--- config.mk ---
export PLATFORM = sky130hd
export DESIGN_NAME = instruction_fetch_unit
export DESIGN_NICKNAME = d
export VERILOG_FILES = /design/src/rtl/instruction_fetch_unit.sv
export SDC_FILE = /design/constraint.sdc
export NUM_CORES = 1
export LEC_CHECK = 0
export CORE_ASPECT_RATIO = 0.8
export CORE_MARGIN = 3
export CORE_UTILIZATION = 42
export CTS_CLUSTER_SIZE = 10
export DETAILED_ROUTE_END_ITERATION = 7
export HOLD_SLACK_MARGIN = 0.03
export MAX_ROUTING_LAYER = met4
export PLACE_DENSITY = 0.72
export SLEW_MARGIN = 20
export SYNTH_ARGS = -nofsm -noshare
export SYNTH_HDL_FRONTEND = slang
export SYNTH_SLANG_ARGS = --single-unit
--- constraint.sdc ---
create_clock -name clk -period 4.2 [get_ports clk]
set_input_delay 1.05 -clock clk [delete_from_list [all_inputs] [get_ports clk]]
set_output_delay 1.05 -clock clk [all_outputs]
set_load 0.03 [all_outputs]
--- src/rtl/instruction_fetch_unit.sv ---
// IF-stage fetch unit: local instruction store, architectural PC and a FETCH/IMM FSM
// that merges two-word LDM instructions (opcode + immediate) into one output beat.
`timescale 1ns/1ps
module instruction_fetch_unit #(
  parameter int                WORD_W   = 16,
  parameter int                PC_W     = 32,
  parameter int                ADDR_W   = 5,
  parameter int                OPC_W    = 5,
  parameter logic [OPC_W-1:0]  LDM_OPC  = 5'h1F,
  parameter logic [PC_W-1:0]   RESET_PC = '0
) (
  input  logic              clk,
  input  logic              rst,
  input  logic              stall,
  input  logic              redirect_valid,
  input  logic [PC_W-1:0]   redirect_pc,
  input  logic              prog_we,
  input  logic [ADDR_W-1:0] prog_addr,
  input  logic [WORD_W-1:0] prog_data,
  output logic              instr_valid,
  output logic [WORD_W-1:0] instruction,
  output logic [WORD_W-1:0] immediate,
  output logic              has_imm,
  output logic [PC_W-1:0]   instr_pc,
  output logic [PC_W-1:0]   pc
);

  localparam int DEPTH = 1 << ADDR_W;

  typedef enum logic {
    FETCH = 1'b0,
    IMM   = 1'b1
  } state_t;

  logic [WORD_W-1:0] mem [DEPTH];

  state_t            state, state_next;
  logic [WORD_W-1:0] hold_word, hold_word_next;
  logic [PC_W-1:0]   hold_pc, hold_pc_next;
  logic [PC_W-1:0]   pc_next;
  logic              instr_valid_next;
  logic [WORD_W-1:0] instruction_next;
  logic [WORD_W-1:0] immediate_next;
  logic              has_imm_next;
  logic [PC_W-1:0]   instr_pc_next;

  logic [WORD_W-1:0] read_word;
  logic              read_is_ldm;

  // Asynchronous read feeding registered outputs gives read-before-write on a same-address load.
  assign read_word   = mem[pc[ADDR_W-1:0]];
  assign read_is_ldm = (read_word[WORD_W-1 -: OPC_W] == LDM_OPC);

  always_ff @(posedge clk) begin
    if (prog_we) begin
      mem[prog_addr] <= prog_data;
    end
  end

  always_comb begin
    state_next       = state;
    hold_word_next   = hold_word;
    hold_pc_next     = hold_pc;
    pc_next          = pc;
    instr_valid_next = instr_valid;
    instruction_next = instruction;
    immediate_next   = immediate;
    has_imm_next     = has_imm;
    instr_pc_next    = instr_pc;

    if (redirect_valid) begin
      // A redirect wins over stall and throws away any half-assembled LDM.
      pc_next          = redirect_pc;
      state_next       = FETCH;
      instr_valid_next = 1'b0;
      has_imm_next     = 1'b0;
      hold_word_next   = '0;
      hold_pc_next     = '0;
    end else if (!stall) begin
      unique case (state)
        FETCH: begin
          pc_next = pc + PC_W'(1);
          if (read_is_ldm) begin
            hold_word_next   = read_word;
            hold_pc_next     = pc;
            instr_valid_next = 1'b0;
            state_next       = IMM;
          end else begin
            instruction_next = read_word;
            immediate_next   = '0;
            has_imm_next     = 1'b0;
            instr_pc_next    = pc;
            instr_valid_next = 1'b1;
          end
        end
        IMM: begin
          instruction_next = hold_word;
          immediate_next   = read_word;
          has_imm_next     = 1'b1;
          instr_pc_next    = hold_pc;
          instr_valid_next = 1'b1;
          pc_next          = pc + PC_W'(1);
          state_next       = FETCH;
        end
        default: state_next = FETCH;
      endcase
    end
  end

  always_ff @(posedge clk) begin
    if (rst) begin
      state       <= FETCH;
      pc          <= RESET_PC;
      hold_word   <= '0;
      hold_pc     <= '0;
      instr_valid <= 1'b0;
      instruction <= '0;
      immediate   <= '0;
      has_imm     <= 1'b0;
      instr_pc    <= '0;
    end else begin
      state       <= state_next;
      pc          <= pc_next;
      hold_word   <= hold_word_next;
      hold_pc     <= hold_pc_next;
      instr_valid <= instr_valid_next;
      instruction <= instruction_next;
      immediate   <= immediate_next;
      has_imm     <= has_imm_next;
      instr_pc    <= instr_pc_next;
    end
  end

endmodule
; ---- Word level (Yosys, flattened, before mapping)
; Memories as Yosys holds them, arrays and structs flattened. A register that Yosys moved wholly into a read port is not among the register bits.
; Cells that the tools add are included.
[word_totals]
ff_bits = 147
latchBits = 0
ramBits = 512
mem_bits_ro = 0
inputBits = 58
elab_cells = 39
n_memories = 1
[mem_list]
columns = name, depth, word_bits, read_ports, rd_ports_with_merged_regs, wr, line
row1 = mem, 32, 16, 1, 1, 1, 35  ; logic [WORD_W-1:0] mem [DEPTH];
[classes]
n_addsub = 1
mul = 0
n_div = 0
order_cmp = 0
eq_ne = 3
shift = 0
n_mux = 18
bitwise_logic = 3
reduce_logical = 4
[op_table]
columns = operator, n
row1 = $mux W32, 3
row2 = $pmux W16 S2, 2
row3 = $pmux W32 S2, 1
row4 = $add A32 B1 Y32 const B, 1
row5 = $mux W16, 2
row6 = $mux W5, 2
row7 = $pmux W1 S2, 3
row8 = $reduce_and A3 Y1, 2
row9 = $eq A5 B5 Y1 const B, 1
row10 = $mux W1, 5
row11 = $not A1 Y1, 3
row12 = $ne A2 B1 Y1 const B, 1
row13 = $ne A2 B2 Y1 const B, 1
row14 = $reduce_and A2 Y1, 1
row15 = $reduce_or A2 Y1, 1

; ---- Depth between registers and ports, before layout
[depth]
word_depth = 5
mapped_depth = 12
ltp_nobuf = 7

; ---- Worst setup path after synthesis
; Ideal clock, no wire load.
[synth_timing]
path_kind = register to register
from = reg (tool-made name)
to = reg immediate[0]
setup_time_ps = 121
arrival_time_ps = 2780
slack_ps = 1299
path_stages_with_launch = 8
n_path_buf = 3
cell_sequence = dfxtp_1 > buf_2 > buf_2 > buf_1 > mux4_2 > mux4_2 > o21ai_0 > a2bb2o_1
[synth_rtl]
columns = item, line
row1 = to (signal assigned), 128  ; immediate <= immediate_next;
row2 = to (decl), 22  ; output logic [WORD_W-1:0] immediate,

==> flow_summary.yaml <==
synthesis:
  ys_types: 56
  netlist_instances: 1535
  synth_area_leader_cell: "edfxtp_1"
  synth_ff_type: "edfxtp_1"
  synth_top_cells_by_count: "edfxtp_1, dfxtp_1, mux4_2"
  ys.warnings.count: 0
  ys_async_sr_fraction_pct: 0
  yosysMostFrequentCell: "edfxtp_1"
  seq_area_frac_synth_pct: 70.4
  synth_top_family_by_area: "multiplexers"
  ys_top_cells_by_area: "edfxtp_1, mux4_2, dfxtp_1, mux2i_1, nor2_1"
  ys_ff_latch: 664
  synth_edf_count: 512
  yosys.area_share.simple_pct: 5.44
  synth-xor-area-share_pct: 0.938
  synthMuxAreaShare_pct: 16.6
  avgSynthCellArea_um2: 17.0
  synth_fa_ha_area_share_pct: 0.0478
  synth_compound_area_share_pct: 4.47
  synth_fp_nets: 1594
  syn_area_um2: 26200
  synth_top_area_share_pct: 58.8
cells_and_area:
  fin_area_um2: 30900
  fin_util_pct: 50.3
  num-nets-final: 1791
  multi_input_area_um2: 7240
  area_growth_pct: 18.1
  nFillCells: 4951
  seq_area_um2: 18400
  layout-drive-gt1-share_pct: 21.2
global_routing:
  use_met3_pct: 3.70
  use_met1_pct: 26.2
  track_usage_pct: 19.5
  grtUsageMet2_pct: 30.9
  grt_pass1_wl_um: 94200
  grt.busiest_layer: "met2"
  grt.overflow.total: 0
  grt_pass1_vias: 15000
  grt_max_degree: 82
  antenna_found_initial: 1
sta:
  grt_setup_unrepaired: "false"
  min_period_ps: 3750
  setup_violations: 0
  tns_ps: 0
  finalMaxSlewViolations: 0
  fin_worst_skew_ps: 29.1
  max_freq_mhz: 267
  fin_crit_sh_pct: 89.2
  tightest_slew_ps: 1060
  slew_headroom_pct: 29.1
  worst_hold_slack_ps: 463
  hold_viol_final: 0
floorplanning:
  core_area_um2: 61400
  initial_core_util_pct: 42.6
  die-area_um2: 65300
  io_pins: 156
  num_rows: 81
  die_w_um: 285
  die_h_um: 229
cts:
  h-tree-depth: 3
  worstSkewPairLatency_ps: 620
  clkTransAtPathRegs_ps: 50
  holdBufCountCts: 0
  post_cts_resize_count: 0
  root_buffer: "clkbuf_16"
  cts_tree: "done"
  cts_setup_buffers: 0
  clock_path_buffers: 3
  clkSinkCount: 664
  cts_made_buffers: 76
setup_path:
  endpoint: "hold_word[10]"
  reg2reg_to: "hold_word[10]"
  path_class: "flop to flop"
  regToRegSetupSlack_ps: 450
  end_kind: "flop"
  required_ps: 4760
  critical_path.startpoint_type: "flop"
  ff2ff_path_depth: 8
  cp_max_fo: 40
  cp.arrival_ps: 4310
detailed_routing:
  totalWireLength_um: 61800
  remaining_drc_errors: 0
  vias_per_cell: 5.64
  dr_total_vias: 14600
  wire_per_inst_um: 23.9
  first_iter_violations: 1320
  postRouteAntennaNets: 0
  drtPass1Iterations: 5
status:
  outcome: "completed"
place:
  dpl_cell_area_um2: 28800
  routabilityCongestion: 0.816
  port_buffers: 155
  dpl.hpwl_um: 37800
run:
  cap_violations: 0
pwr:
  finalPower_w: 0.0141
  pwr_density_cell_nw_per_um2: 458
  peakVddDrop_v: 0.000401
  p_leak_nw: 9.94
hold_path:
  hp-class: "flop to flop"
[sequential cells by signal, summed over array words and instances (netlist names), named ones only]
register	cells
state	1
hold_pc	32
immediate	16
instr_pc	32
instruction	16
has_imm	1
instr_valid	1
mem	512
pc	32
hold_word	16
[layout make-up]
class	instances	area share, %
sequential	664	59.7
multi-input combinational	764	23.4
timing repair buffer	219	6.50
clock buffer	96	6.47
tap	830	3.36
clock inverter	8	0.486
inverter	7	0.0851
antenna	1	0.00810
[report_power, final]
group / total, W / internal [W] / switching, W / leakage, nW
clock network: 0.00585 / 0.00335 / 0.00250 / 1.04
logic: 0.00103 / 0.000437 / 0.000590 / 3.05
registers: 0.00727 / 0.00718 / 0.0000936 / 5.85
[through the flow]
stage / instances / setup WS [ps]
3_5_place_dp: 2484 / 452
4_1_cts: 2588 / 443
3_3_place_gp: 2484 / 560
6_report: 2589 / 452
5_1_grt: 2589 / 228
2_1_floorplan: 1535 / 1300
[how the worst min path moves through the flow]
| stage | from | endpoint | slack, ps | cells past startpoint |
|---|---|---|---|---|
| global route | immediate[12] | immediate[12] | 490 | 1 |
| floorplan | hold_word[11] | hold_word[11] | 440 | 1 |
| finish | immediate[13] | immediate[13] | 460 | 1 |
| detailed placement | immediate[13] | immediate[13] | 440 | 1 |
| global placement | immediate[13] | immediate[13] | 440 | 1 |
| CTS | immediate[13] | immediate[13] | 460 | 1 |
[logic make-up after synthesis]
kind of cell    after synthesis
compound gates              190
xor+xnor                     28
fa+ha+maj                     1
buf+inv                     107
flops                       664
mux                         259
simple gates                286
[critical path, stage by stage, from the launching register on]
cell	delay, ps
dfxtp_4	740
mux4_2	340
o22ai_1	100
nor4_1	700
nand2_1	280
or4_4	720
buf_4	320
nor4_2	300
a31o_1	130
[layout by cell type (no fill, tap or decap), drive strengths merged, types with 47 or more instances in the layout]
cell and n:
buf 79, nand2 47, mux4 137, clkbuf 96, a21oi 58, clkdlybuf4s50 140
nor2 128, o21ai 63, dfxtp 152, edfxtp 512, mux2i 94
[routing by layer]
layer	routed length [um]	up-vias	part of all wire [%]
met5	0	-	0
li1	-	6411	-
met3	4300	101	7.0
met4	1490	0	2.4
met2	30300	506	49
met1	25700	7586	42
No activity file was read; power rests on OpenSTA's default activity.
